`src/rtl/fb_write_buffer_pkg.sv`:
```
// Default framebuffer geometry shared by the write buffer, VRAM controller and scanout.
package fb_write_buffer_pkg;
    localparam logic [31:0] FB_BASE_DEF  = 32'h0000_8000;
    localparam int unsigned FB_WORDS_DEF = 76800;
    localparam int          DATA_W_DEF   = 16;
    localparam int          VADDR_W_DEF  = 17;
    localparam int          DEPTH_DEF    = 8;
endpackage

```
`src/rtl/fb_sync_fifo.sv`:
```
// Synchronous FIFO with occupancy count; optional tail-overwrite port (FB_WRITE_COALESCE_EN).
module fb_sync_fifo #(
    parameter int DEPTH = 8,
    parameter int W     = 33
) (
    input  logic                     clk,
    input  logic                     clr,
    input  logic                     i_push,
    input  logic                     i_pop,
    input  logic [W-1:0]             i_wdata,
`ifdef FB_WRITE_COALESCE_EN
    input  logic                     i_tw_en,
    input  logic [W-1:0]             i_tw_data,
    output logic [W-1:0]             o_tail,
`endif
    output logic [W-1:0]             o_head,
    output logic [$clog2(DEPTH):0]   o_count
);
    localparam int AW = $clog2(DEPTH);

    logic [W-1:0]  r_mem [DEPTH];
    logic [AW-1:0] r_rd, r_wr;
    logic [AW:0]   r_count;

    always_ff @(posedge clk or negedge clr) begin
        if (!clr) begin
            r_rd    <= '0;
            r_wr    <= '0;
            r_count <= '0;
        end else begin
            if (i_push) r_wr <= r_wr + 1'b1;
            if (i_pop)  r_rd <= r_rd + 1'b1;
            if (i_push && !i_pop)      r_count <= r_count + 1'b1;
            else if (i_pop && !i_push) r_count <= r_count - 1'b1;
        end
    end

    // Storage needs no reset: nothing reads it while count is zero.
    always_ff @(posedge clk) begin
        if (i_push) r_mem[r_wr] <= i_wdata;
`ifdef FB_WRITE_COALESCE_EN
        else if (i_tw_en) r_mem[r_wr - 1'b1] <= i_tw_data;
`endif
    end

`ifdef FB_WRITE_COALESCE_EN
    assign o_tail  = r_mem[r_wr - 1'b1];
`endif
    assign o_head  = r_mem[r_rd];
    assign o_count = r_count;
endmodule

```
`src/rtl/fb_write_buffer.sv`:
```
// Framebuffer write buffer: window-filters processor writes, queues them, drains to VRAM.
// Optional FB_WRITE_COALESCE_EN merges a write into the tail entry when offsets match.
module fb_write_buffer
    import fb_write_buffer_pkg::*;
#(
    parameter int                DEPTH    = DEPTH_DEF,
    parameter int                DATA_W   = DATA_W_DEF,
    parameter int                ADDR_W   = 32,
    parameter int                VADDR_W  = VADDR_W_DEF,
    parameter logic [ADDR_W-1:0] FB_BASE  = ADDR_W'(FB_BASE_DEF),
    parameter int unsigned       FB_WORDS = FB_WORDS_DEF
) (
    input  logic               clk,
    input  logic               clr,
    input  logic               mem_write_enable,
    input  logic [ADDR_W-1:0]  mem_write_addr,
    input  logic [DATA_W-1:0]  mem_write_data,
    output logic               stall,
    output logic               vram_req,
    output logic [VADDR_W-1:0] vram_addr,
    output logic [DATA_W-1:0]  vram_data,
    input  logic               vram_ack,
    output logic               oob_pulse,
    output logic               overflow
);
    localparam int              CW      = $clog2(DEPTH);
    localparam int              W       = VADDR_W + DATA_W;
    localparam logic [CW:0]     L_FULL  = (CW+1)'(DEPTH);
    localparam logic [CW:0]     L_STALL = (CW+1)'(DEPTH - 1);
    localparam logic [ADDR_W:0] L_LIMIT = {1'b0, FB_BASE} + (ADDR_W+1)'(FB_WORDS);

    logic               w_hit, w_push, w_pop, w_full, w_req, w_coal;
    logic [VADDR_W-1:0] w_off;
    logic [W-1:0]       w_head;
    logic [CW:0]        w_count, w_next;
    logic               r_stall, r_oob, r_ovf;

    // One extra bit on the upper bound so a window ending at the top of the space cannot wrap.
    assign w_hit  = (mem_write_addr >= FB_BASE) && ({1'b0, mem_write_addr} < L_LIMIT);
    assign w_off  = VADDR_W'(mem_write_addr - FB_BASE);
    assign w_req  = (w_count != '0);
    assign w_pop  = w_req && vram_ack;
    assign w_full = (w_count == L_FULL);

`ifdef FB_WRITE_COALESCE_EN
    logic [W-1:0] w_tail;
    // Tail equals head when one entry is queued; if that entry leaves now, push instead.
    assign w_coal = mem_write_enable && w_hit && w_req && (w_tail[W-1:DATA_W] == w_off)
                    && !(w_pop && w_count == (CW+1)'(1));
`else
    assign w_coal = 1'b0;
`endif

    assign w_push = mem_write_enable && w_hit && !w_coal && (!w_full || w_pop);
    assign w_next = w_count + (CW+1)'(w_push) - (CW+1)'(w_pop);

    fb_sync_fifo #(.DEPTH(DEPTH), .W(W)) u_fifo (
        .clk       (clk),
        .clr       (clr),
        .i_push    (w_push),
        .i_pop     (w_pop),
        .i_wdata   ({w_off, mem_write_data}),
`ifdef FB_WRITE_COALESCE_EN
        .i_tw_en   (w_coal),
        .i_tw_data ({w_off, mem_write_data}),
        .o_tail    (w_tail),
`endif
        .o_head    (w_head),
        .o_count   (w_count)
    );

    always_ff @(posedge clk or negedge clr) begin
        if (!clr) begin
            r_stall <= 1'b0;
            r_oob   <= 1'b0;
            r_ovf   <= 1'b0;
        end else begin
            r_stall <= (w_next >= L_STALL);
            r_oob   <= mem_write_enable && !w_hit;
            r_ovf   <= r_ovf | (mem_write_enable && w_hit && !w_coal && w_full && !w_pop);
        end
    end

    assign stall     = r_stall;
    assign oob_pulse = r_oob;
    assign overflow  = r_ovf;
    assign vram_req  = w_req;
    assign vram_addr = w_req ? w_head[W-1:DATA_W] : '0;
    assign vram_data = w_req ? w_head[DATA_W-1:0] : '0;
endmodule

```
`config.mk`:
```
export PLATFORM = sky130hd
export DESIGN_NAME = fb_write_buffer
export DESIGN_NICKNAME = d
export VERILOG_FILES = /design/src/rtl/fb_write_buffer_pkg.sv /design/src/rtl/fb_sync_fifo.sv /design/src/rtl/fb_write_buffer.sv
export SDC_FILE = /design/constraint.sdc
export NUM_CORES = 1
export LEC_CHECK = 0
export ABC_AREA = 1
export CAP_MARGIN = 20
export CORE_UTILIZATION = 50
export DETAILED_ROUTE_END_ITERATION = 7
export HOLD_SLACK_MARGIN = 0.02
export PLACE_DENSITY = 0.73
export RECOVER_POWER = 50
export SLEW_MARGIN = 20
export SYNTH_ARGS = -nofsm -noshare
export SYNTH_HDL_FRONTEND = slang
export SYNTH_SLANG_ARGS = --single-unit
```
`constraint.sdc`:
```
create_clock -name clk -period 3.06 [get_ports clk]
set_clock_uncertainty 0.15 [all_clocks]
set_input_delay 0.459 -clock clk [delete_from_list [all_inputs] [get_ports clk]]
set_output_delay 0.459 -clock clk [all_outputs]
set_load 0.05 [all_outputs]
```
# Word level (Yosys, flattened, before mapping)
# Memories as Yosys holds them, arrays and structs flattened.
# Index checks and enable logic that the tools add are counted.
# classes
n_addsub	7
bitwise	1
reduce_logical	16
eq_ne	1
n_mux	6
n_lt_le_gt_ge	3
# ops
op	count
greater-or-equal comparator 32 x 16 -> 1 bit (second input constant)	1
< comparator 32 x 17 -> 1 bit (second input constant)	1
2-to-1 mux 17 bit	1
subtractor 17 x 16 -> 17 bit (second input constant)	1
2-to-1 mux 16 bit	1
logical AND 1 bit	9
2-to-1 mux 4 bit	2
adder 3 x 1 -> 3 bit (second input constant)	2
adder 4 x 1 -> 4 bit	1
adder 4 x 1 -> 4 bit (second input constant)	1
equality test 4 bit (second input constant)	1
greater-or-equal comparator 4 x 3 -> 1 bit (second input constant)	1
zero test 1 bit	4
nonzero test 4 bit	1
subtractor 4 x 1 -> 4 bit	1
subtractor 4 x 1 -> 4 bit (second input constant)	1
2-to-1 mux 1 bit	2
nonzero test 2 bit	1
logical OR 1 bit	1
OR 1 bit	1
# word_totals
ramBits	264
register_bits	13
memories	1
in_bits	52
# mem_list
memory	words	word_bits	read_ports	rd_clocked_by_memory_dff	wr	line	text
u_fifo.r_mem	8	33	1	0	1	fb_sync_fifo.sv:21	logic [W-1:0] r_mem [DEPTH];

# Logic depth before layout (Yosys ltp)
# Gate-level depths: netlist (run 1).
# depth
word_depth	8
depth_mapped	15

# By module
# From an unflattened synthesis (run 1), not the netlist that was laid out.
# unflattened
cells_unflattened	1093
area_unflattened_um2	11860.1
# modules_own_cells
mod	instances	cells_per_inst	seq_area_each_um2	area_each_um2
fb_sync_fifo	1	952	8177.8	11128.2
fb_write_buffer	1	141	75.1	732.0

# Worst setup path after synthesis (run 1)
# Ideal clock, no wire load.
# synth_timing
path_kind	flip-flop to flip-flop
from	reg u_fifo.r_count[2], in the netlist u_fifo.o_count[2]
to	mem u_fifo.r_mem[0][0], enable pin
t_arrival_ns	2.607
synth_period_minus_slack_ns	3.180
n_path_buf	0
stages_incl_launch_ff	8
path_slack_ns	-0.120
cell_sequence	dfrtp_1 -> inv_1 -> ha_1 -> nand2_2 -> nand2_2 -> nand2_1 -> nand4_1 -> nor2_1
# synth_between
elab_chain_cells	6
word_cells_on_any_way	8
# synth_rtl
element	line	text
from (decl)	fb_sync_fifo.sv:23	logic [AW:0] r_count;
from (signal assigned)	fb_sync_fifo.sv:33	if (i_push && !i_pop) r_count <= r_count + 1'b1;
from (signal assigned)	fb_sync_fifo.sv:34	else if (i_pop && !i_push) r_count <= r_count - 1'b1;
equality test 4 bit or nonzero test 4 bit (tied branches)	fb_write_buffer.sv:43, fb_write_buffer.sv:41	
zero test 1 bit or logical AND 1 bit (tied branches)	fb_write_buffer.sv:54, fb_write_buffer.sv:42	
logical OR 1 bit (*)	fb_write_buffer.sv:54	assign w_push = mem_write_enable && w_hit && !w_coal && (!w_full || w_pop);
logical AND 1 bit (*)	fb_write_buffer.sv:54	
2-to-1 mux 1 bit (*)	fb_sync_fifo.sv:40	if (i_push) r_mem[r_wr] <= i_wdata;
2-to-1 mux 1 bit (not written as such) (*)	fb_sync_fifo.sv:40	
to (decl)	fb_sync_fifo.sv:21	
# Every way passes the cells marked *; elsewhere a longest branch is shown, timed or not.

# Worst setup path in the final report (run 1)
# layout_timing
from	reg u_fifo.r_rd[0]
to	out vram_addr[16]
# layout_between
elab_chain_cells	2
# layout_rtl
element	line	text
from (decl)	fb_sync_fifo.sv:22	logic [AW-1:0] r_rd, r_wr;
from (signal assigned)	fb_sync_fifo.sv:32	if (i_pop) r_rd <= r_rd + 1'b1;
memory (8 x 33 bit)	n/a	
2-to-1 mux 17 bit	fb_write_buffer.sv:88	assign vram_addr = w_req ? w_head[W-1:DATA_W] : '0;
to (decl)	fb_write_buffer.sv:20	output logic [VADDR_W-1:0] vram_addr,
# Every way passes these cells.

==> results of run 1 <==
[where the power goes]
| part | total [W] | switching (W) | internal (W) |
|---|---|---|---|
| Clock | 0.00323 | 0.00134 | 0.00189 |
| Combinational | 0.00594 | 0.00400 | 0.00194 |
| Sequential | 0.00438 | 0.000159 | 0.00422 |
[placed cells by master, fill, tap and decap left out, types with 2 or more instances in the layout]
master	netlist	layout
nand2_2	2	2
nand4_1	4	4
o32ai_2	16	16
dfrtp_1	13	11
nand3_1	5	5
clkinv_2	0	8
edfxtp_1	264	264
o21ai_0	64	64
buf_12	0	12
inv_1	18	18
clkbuf_16	0	29
dlygate4sd3_1	0	33
bufinv_16	0	2
o21ai_1	104	104
dfrtp_4	0	2
a21oi_1	4	4
nor2_4	1	9
buf_6	13	5
clkdlybuf4s50_1	0	21
buf_4	3	56
xnor2_1	3	3
fa_1	2	2
clkbuf_1	29	9
nand2_1	34	34
o32ai_1	17	17
xor2_1	4	4
inv_6	0	2
ha_1	10	10
nor2_1	290	282
clkinv_1	0	6
[final cells by class]
cell class | instances | area [µm²] | area share, %
inverters | 20 | 80.08 | 0.5806
multi-input cells | 566 | 2895 | 20.99
repair buffers | 135 | 1320 | 9.571
flip-flops and latches | 277 | 8260 | 59.89
well taps | 285 | 356.6 | 2.585
clock inverters | 18 | 138.9 | 1.007
clock buffers | 33 | 740.7 | 5.371
[kinds of logic after synthesis]
kind of cell,share of synthesized area [%]
adders and majority gates,1.436
xor gates and xnor gates,0.5330
and+or+nand+nor,11.43
AOI/OAI and AO/OA,11.25
DFF,71.74
buffers and inverters,3.611
[through the flow]
| stage | hold WS [ns] | utilization, % | instance area, µm² | total power, W | cells |
|---|---|---|---|---|---|
| detailed placement | 0.3573 | 57.05 | 12880 | 0.01030 | 1281 |
| CTS | 0.1865 | 60.98 | 13760 | 0.01352 | 1332 |
| floorplan | 0.01341 | - | 11510 | 0.008792 | 918 |
| global route | 0.2906 | 61.10 | 13790 | 0.01424 | 1334 |
| global placement | 0.3541 | 57.05 | 12880 | 0.01021 | 1281 |
| finish | 0.2530 | 61.10 | 13790 | 0.01354 | 1334 |
[flip-flops by register name (all words and copies together) (netlist names)]
register	count
u_fifo.r_wr	3
stall	1
u_fifo.r_mem	264
oob_pulse	1
overflow	1
u_fifo.r_rd	3
u_fifo.o_count	4
[worst min path at each step]
stage	to	slack, ns	cells past startpoint
6_report	u_fifo.r_rd[0]	0.25	1
5_1_grt	stall	0.29	1
4_1_cts	stall	0.19	1
3_5_place_dp	u_fifo.r_wr[2]	0.36	2
3_3_place_gp	u_fifo.o_count[2]	0.35	2
2_1_floorplan	oob_pulse	0.01	0
[layer usage]
metal	vias to the layer above	track usage (%)
met5	-	0
met4	2	4.381
met3	29	2.734
met2	212	34.61
met1	3527	27.22
li1	3508	-
[timing repair]
action	CTS	global route
gates resized for setup	4	2
setup endpoints to repair	7	30
setup buffers	0	2
pin swaps	0	0
[critical path: cells and delay by family, from the launching register on]
family	cells	cell delay [ns]
AOI/OAI and AO/OA	1	0.27
and+or+nand+nor	3	0.40
DFF	1	0.59
buffers and inverters	2	0.52
==> results.py, run 1 <==
metrics = {
    "outcome": {
        "status": "finished clean",
    },
    "clock_network": {
        "root_buffer": "clkbuf_16",
        "cts_tree": "built",
        "ctsHoldBuffers": 0,
        "cts.reportedPaths.clkPinSlew_ns": 0.06,
        "cts_buffers": 28,
        "clk-insertion-delay-late_ns": 0.53,
        "htreeDepth": 1,
        "cts_max_path_buffers": 3,
        "cts_sinks": 277,
    },
    "synthesis": {
        "ys_ff_latch": 277,
        "yosysWarnings": 0,
        "yosysTopAreaCellShare_pct": 68.91,
        "synthCells": 918,
        "syn_nets": 982,
        "ys_seq_area_share_pct": 71.74,
        "ys.flop_type": "edfxtp_1",
        "synth_common_cells": "nor2_1, edfxtp_1, o21ai_1",
        "synthesis.area_um2": 11500,
        "syn_avg_cell_area_um2": 12.53,
        "yosysTopAreaCell": "edfxtp_1",
        "async_flop_share_pct": 4.693,
        "synth_cell_types": 31,
        "synth-edff-count": 264,
        "synthTopCellsByArea": "edfxtp_1, nor2_1, o21ai_1",
        "synth.most_common_cell": "nor2_1",
    },
    "timing": {
        "period_share_pct": 96.14,
        "relSlewSlack_pct": 56.02,
        "fin_crit_ns": 2.942,
        "max_freq_ghz": 0.3399,
        "slew_violations": 0,
        "setup_viol": 0,
        "finalHoldViolations": 0,
        "setup_tns_ns": 0,
        "final.setup.worst_slack_ns": 0.1182,
        "tightest_slew_ns": 0.6576,
    },
    "route": {
        "wl_met1_um": 10270,
        "wl_met2_um": 11850,
        "drc_errors": 0,
        "drtIter0Drc": 566,
        "met3WireLength_um": 1284,
        "firstDrtPassIters": 5,
        "ant_nets": 0,
        "routed_wirelength_um": 23780,
        "post_drt_via_cell_ratio": 5.456,
        "wl_per_cell_um": 17.82,
        "routed-via-count": 7278,
        "top_layer_used": "met5",
    },
    "worst_setup_path": {
        "crit_path_start_kind": "register",
        "cp_max_fo": 50,
        "slowest_delay_ns": 0.59,
        "crit_start": "u_fifo.r_rd[0]",
        "crit_type": "reg2out",
        "critPathSlowestCell": "dfrtp_4",
        "r2r_slack_ns": 0.43,
        "cp_common_cell": "nor2_1",
        "regToRegStartpoint": "u_fifo.o_count[2]",
        "arrival_ns": 2.33,
        "r2r_end": "stall",
        "crit_path_end_kind": "output pin",
        "rr_worst_depth": 13,
        "required_ns": 2.45,
        "endpoint": "vram_addr[16]",
        "cp_cell_sequence": "buf_12 > nor2_1 > o32ai_1 > nor2_1 > nor2_1 > buf_4",
    },
    "place": {
        "hpwl_um": 13320,
        "place_congestion": 0.7535,
        "place_ws_ns": -0.1504,
        "io_buffers": 88,
    },
    "power_and_ir_drop": {
        "pwr_density_cell_nw_per_um2": 982.1,
        "power_leakage_nw": 4.753,
        "ir_drop_mv": 0.6455,
    },
    "final_layout": {
        "drive_above_1_share_pct": 14.20,
        "n_antenna_cell": 0,
        "syn2layout_area_growth_pct": 19.89,
        "fin_nets": 1092,
        "fillers": 1712,
    },
    "floorplan": {
        "fp.dieW_um": 153.7,
        "io_pins": 89,
        "start_util_pct": 50.96,
        "rows": 55,
        "core_um2": 22570,
        "fp.dieH_um": 153.7,
        "dieArea_um2": 23620,
    },
    "grt": {
        "grt_overflow": 0,
        "grt_pass1_vias": 6997,
        "grt_antenna_before_repair": 1,
        "grt_pass1_wl_um": 36890,
        "grt_max_degree": 51,
        "track_usage_pct": 20.06,
    },
    "flow_run": {
        "maxCapViolations": 0,
    },
    "min_path": {
        "hold_path_class": "in2async",
    },
}
Power figures use the tool's default switching activity.
==> inputs of run 2 (changes only) <==
--- a/config.mk
+++ b/config.mk
@@ -12,6 +12,7 @@
 export HOLD_SLACK_MARGIN = 0.02
 export PLACE_DENSITY = 0.73
 export RECOVER_POWER = 50
+export SKIP_LAST_GASP = 1
 export SLEW_MARGIN = 20
 export SYNTH_ARGS = -nofsm -noshare
 export SYNTH_HDL_FRONTEND = slang
==> results.py, run 2 (synthesis results as in run 1) <==
metrics = {
    "final_layout": {
        "fin_nets": 1092,
        "postLayoutCellArea_um2": 13750,
        "final_cell_mix": "nor2_1, edfxtp_1, o21ai_1, o21ai_0, buf_4",
        "final_util_pct": 60.90,
        "final_common_cell": "nor2_1",
        "max_flop_register": "u_fifo.r_mem",
        "fillers": 1722,
        "drive_above_1_share_pct": 13.63,
        "n_antenna_cell": 0,
        "syn2layout_area_growth_pct": 19.49,
        "largest_register_ffs": 264,
    },
    "route": {
        "ant_nets": 0,
        "routed-via-count": 7303,
        "firstDrtPassIters": 5,
        "drc_errors": 0,
        "wl_per_cell_um": 17.84,
        "drtIter0Drc": 599,
        "post_drt_via_cell_ratio": 5.475,
        "routed_wirelength_um": 23800,
    },
    "worst_setup_path": {
        "crit_path_start_kind": "register",
        "slowest_delay_ns": 0.60,
        "required_ns": 2.45,
        "crit_path_end_kind": "output pin",
        "critPathSlowestCell": "dfrtp_4",
        "cp_max_fo": 35,
        "r2r_slack_ns": 0.43,
        "arrival_ns": 2.33,
        "cp_cell_sequence": "inv_6 > buf_12 > nor2_1 > o21ai_1 > o21ai_1 > nor2_1 > buf_4",
        "crit_type": "reg2out",
    },
    "place": {
        "place_congestion": 0.7535,
        "io_buffers": 88,
        "place_ws_ns": -0.1504,
        "placed_cell_area_um2": 12880,
        "hpwl_um": 13320,
    },
    "outcome": {
        "status": "finished clean",
    },
    "power_and_ir_drop": {
        "switching_share_pct": 40.61,
        "power_frac_clock_pct": 23.9,
        "power.total_w": 0.01353,
        "p_comb_share_pct": 43.8,
        "ir_drop_mv": 0.6456,
        "switchingPower_w": 0.005493,
        "power_leakage_nw": 4.737,
        "internal_power_w": 0.008033,
        "seq_power_share_pct": 32.3,
        "pwr_density_cell_nw_per_um2": 984.0,
    },
    "timing": {
        "rsz0062_at_grt": "yes",
        "tightest_slew_ns": 0.6494,
        "finalHoldViolations": 0,
        "max_freq_ghz": 0.3397,
        "relSlewSlack_pct": 56.57,
        "whs_ns": 0.2490,
        "period_share_pct": 96.19,
        "final.setup.worst_slack_ns": 0.1165,
        "fin_crit_ns": 2.944,
        "slew_violations": 0,
        "setup_viol": 0,
    },
    "clock_network": {
        "ctsHoldBuffers": 0,
        "clk-insertion-delay-late_ns": 0.53,
        "root_buffer": "clkbuf_16",
        "cts_buffers": 28,
        "cts_max_path_buffers": 3,
        "htreeDepth": 1,
        "cts_sinks": 277,
        "cts_tree": "built",
        "cts.reportedPaths.clkPinSlew_ns": 0.06,
    },
    "floorplan": {
        "fp.dieW_um": 153.7,
        "core_um2": 22570,
        "fp.dieH_um": 153.7,
        "io_pins": 89,
        "rows": 55,
        "dieArea_um2": 23620,
        "start_util_pct": 50.96,
    },
    "grt": {
        "grt_max_degree": 51,
        "grt_pass1_vias": 6997,
        "grt_overflow": 0,
        "grt_antenna_before_repair": 1,
        "grt_pass1_wl_um": 36890,
        "track_usage_pct": 20.06,
    },
    "flow_run": {
        "maxCapViolations": 0,
    },
    "min_path": {
        "hold_path_class": "in2async",
    },
}
run 2: cell types whose count changed in the layout (fill, tap and decap cells not counted), sizes merged:
cell,before,now
clkbuf,39,44
buf,74,69
run 2: power groups by stage:
stage	Clock, W	Sequential (W)	Combinational (W)
after global routing	0.00342	0.00438	0.00643
after detailed placement	0	0.00449	0.00581
after global placement	0	0.00449	0.00572
after floorplan	0	0.00435	0.00444
after CTS	0.00327	0.00441	0.00585
final	0.00323	0.00437	0.00593
run 2: timing repair:
item	CTS	global route
setup buffers	0	2
setup endpoints to repair	7	30
pin swaps	0	0
gates resized for setup	4	1
run 2: worst paths after layout:
path,from,to,cells after the start
setup / recovery,u_fifo.r_rd[0],vram_data[15],7
hold / removal,clr,u_fifo.r_rd[0],1
setup reg to reg,u_fifo.o_count[2],stall,13
hold reg to reg,u_fifo.r_wr[2],u_fifo.r_wr[2],2
max in group asynchronous,clr,u_fifo.r_rd[1],1
min in group clk,u_fifo.r_wr[2],u_fifo.r_wr[2],2
run 2: critical path, delay by kind of cell (launching register included):
kind / cells / cell delay [ns]
compound gates: 2 / 0.23
simple gates: 2 / 0.30
buf+inv: 3 / 0.67
flops: 1 / 0.60
run 2: layout make-up:
class / count / area (µm²) / area share, %
flip-flops and latches: 277 / 8260 / 60.09
multi-input cells: 566 / 2882 / 20.96
repair buffers: 135 / 1287 / 9.366
clock buffers: 33 / 740.7 / 5.389
well taps: 285 / 356.6 / 2.594
clock inverters: 18 / 138.9 / 1.010
inverters: 20 / 80.08 / 0.5826
run 2: metal layers:
metal / GRT usage (%) / wire, µm / vias to the layer above
li1: - / - / 3506
met1: 27.22 / 10090 / 3559
met2: 34.61 / 11970 / 205
met3: 2.734 / 1374 / 31
met4: 4.381 / 362 / 2
met5: 0 / 14 / -
run 2: metrics by stage:
stage                     TNS (ns)  instances
after detailed placement   -0.1594       1281
after CTS                        0       1332
after global placement    -0.08340       1281
after floorplan             -27.62        918
after global routing      -0.04425       1334
final                            0       1334
==> inputs of run 3 (changes only) <==
--- a/config.mk
+++ b/config.mk
@@ -7,13 +7,14 @@
 export LEC_CHECK = 0
 export ABC_AREA = 1
 export CAP_MARGIN = 20
-export CORE_UTILIZATION = 50
+export CORE_UTILIZATION = 40
 export DETAILED_ROUTE_END_ITERATION = 7
 export HOLD_SLACK_MARGIN = 0.02
-export PLACE_DENSITY = 0.73
+export PLACE_DENSITY = 0.58
 export RECOVER_POWER = 50
 export SKIP_LAST_GASP = 1
 export SLEW_MARGIN = 20
 export SYNTH_ARGS = -nofsm -noshare
 export SYNTH_HDL_FRONTEND = slang
 export SYNTH_SLANG_ARGS = --single-unit
+export TNS_END_PERCENT = 5
==> results.py, run 3 (synthesis results as in run 1) <==
metrics = {
    "outcome": {
        "status": "finished clean",
    },
    "min_path": {
        "hold_path_class": "in2async",
    },
    "clock_network": {
        "cts.reportedPaths.clkPinSlew_ns": 0.06,
        "htreeDepth": 1,
        "root_buffer": "clkbuf_16",
        "cts_buffers": 30,
        "clk-insertion-delay-late_ns": 0.55,
        "cts_max_path_buffers": 3,
        "cts_sinks": 277,
        "cts_tree": "built",
    },
    "timing": {
        "slew_violations": 0,
        "finalHoldViolations": 0,
        "tightest_slew_ns": 0.6761,
        "setup_viol": 0,
        "whs_ns": 0.2363,
        "fin_crit_ns": 2.981,
        "max_freq_ghz": 0.3354,
        "relSlewSlack_pct": 54.78,
        "final.setup.worst_slack_ns": 0.07873,
        "rsz0062_at_grt": "yes",
        "setup_tns_ns": 0,
        "period_share_pct": 97.43,
    },
    "final_layout": {
        "syn2layout_area_growth_pct": 21.25,
        "largest_register_ffs": 264,
        "final_common_cell": "nor2_1",
        "fin_nets": 1095,
        "final_cell_mix": "nor2_1, edfxtp_1, o21ai_1, o21ai_0, buf_4",
        "max_flop_register": "u_fifo.r_mem",
        "drive_above_1_share_pct": 13.21,
        "postLayoutCellArea_um2": 13950,
    },
    "route": {
        "ant_nets": 0,
        "post_drt_via_cell_ratio": 5.058,
        "drc_errors": 0,
        "wl_per_cell_um": 17.91,
        "firstDrtPassIters": 5,
        "drtIter0Drc": 649,
        "routed_wirelength_um": 25630,
        "routed-via-count": 7238,
    },
    "power_and_ir_drop": {
        "seq_power_share_pct": 31.7,
        "pwr_density_cell_nw_per_um2": 985.5,
        "power_frac_clock_pct": 24.7,
        "switchingPower_w": 0.005578,
        "ir_drop_mv": 0.6307,
        "p_comb_share_pct": 43.6,
        "internal_power_w": 0.008169,
        "power_leakage_nw": 4.765,
        "switching_share_pct": 40.58,
    },
    "floorplan": {
        "io_pins": 89,
        "dieArea_um2": 29440,
        "core_um2": 28010,
        "fp.dieH_um": 171.6,
        "rows": 61,
        "start_util_pct": 41.07,
        "fp.dieW_um": 171.6,
    },
    "worst_setup_path": {
        "crit_type": "reg2out",
        "arrival_ns": 2.37,
        "cp_max_fo": 48,
        "crit_path_end_kind": "output pin",
        "required_ns": 2.45,
        "crit_path_start_kind": "register",
    },
    "place": {
        "placed_cell_area_um2": 13050,
        "hpwl_um": 13980,
        "place_ws_ns": -0.1202,
        "io_buffers": 88,
        "place_congestion": 0.7047,
    },
    "flow_run": {
        "maxCapViolations": 0,
    },
    "grt": {
        "track_usage_pct": 17.71,
        "grt_pass1_vias": 6983,
        "grt_antenna_before_repair": 1,
        "grt_pass1_wl_um": 39250,
        "grt_max_degree": 49,
        "grt_overflow": 0,
    },
}
-- run 3: cell types whose count changed in the layout (fill, tap and decap cells not counted), sizes merged --
cell,change
buf,+2
inv,-1
clkinvlp,-1
clkbuf,+4
diode,+1
dlygate4sd2,-1
-- run 3: worst max-delay path: stages (launching register included) --
cell and delay, ns:
dfrtp_4 0.59, inv_4 0.17, buf_12 0.25, nor2_1 0.08, o32ai_2 0.19, nor2_1 0.06, nor2_1 0.22, buf_4 0.25
-- run 3: layout make-up --
class | instances | area, µm²
fill | 2459 | 14060
sequential | 277 | 8260
multi-input combinational | 566 | 2879
timing repair buffer | 136 | 1339
clock buffer | 37 | 798.3
tap | 378 | 473.0
clock inverter | 16 | 118.9
inverter | 20 | 77.57
antenna | 1 | 2.502
-- run 3: through the flow --
step / instances / util, % / power (W)
floorplan: 918 / - / 0.008792
global placement: 1375 / 46.58 / 0.01039
detailed placement: 1375 / 46.58 / 0.01042
CTS: 1429 / 49.93 / 0.01389
global route: 1430 / 49.79 / 0.01451
finish: 1431 / 49.80 / 0.01375
-- run 3: path summary, 6_finish.rpt --
check / start / end / slack (ns) / depth (start not counted)
worst max-delay path: u_fifo.r_rd[0] / vram_addr[0] / 0.08 / 7
worst min-delay path: clr / stall / 0.24 / 1
worst max register to register: u_fifo.o_count[2] / stall / 0.45 / 13
worst min register to register: overflow / overflow / 0.36 / 1
max in group asynchronous: clr / u_fifo.r_rd[0] / 2.02 / 1
min in group clk: overflow / overflow / 0.36 / 1
-- run 3: what timing repair did --
action	CTS	global route
gates cloned	0	0
hold buffers	0	0
endpoints found under the setup margin	16	19
resized for setup	0	1
buffers inserted	1	1
-- run 3: power groups by stage --
stage          Combinational [W]  Sequential [W]  Clock [W]
5_1_grt                  0.00652         0.00438    0.00360
3_3_place_gp             0.00590         0.00450          0
4_1_cts                  0.00604         0.00439    0.00346
2_1_floorplan            0.00444         0.00435          0
3_5_place_dp             0.00593         0.00450          0
6_report                 0.00599         0.00436    0.00339
-- run 3: layer usage --
layer,part of all wire [%],vias up,GRT usage [%]
li1,-,3510,-
met1,45,3532,23.63
met2,49,167,30.19
met3,4.8,29,2.692
met4,1.4,0,4.503
met5,0,-,0
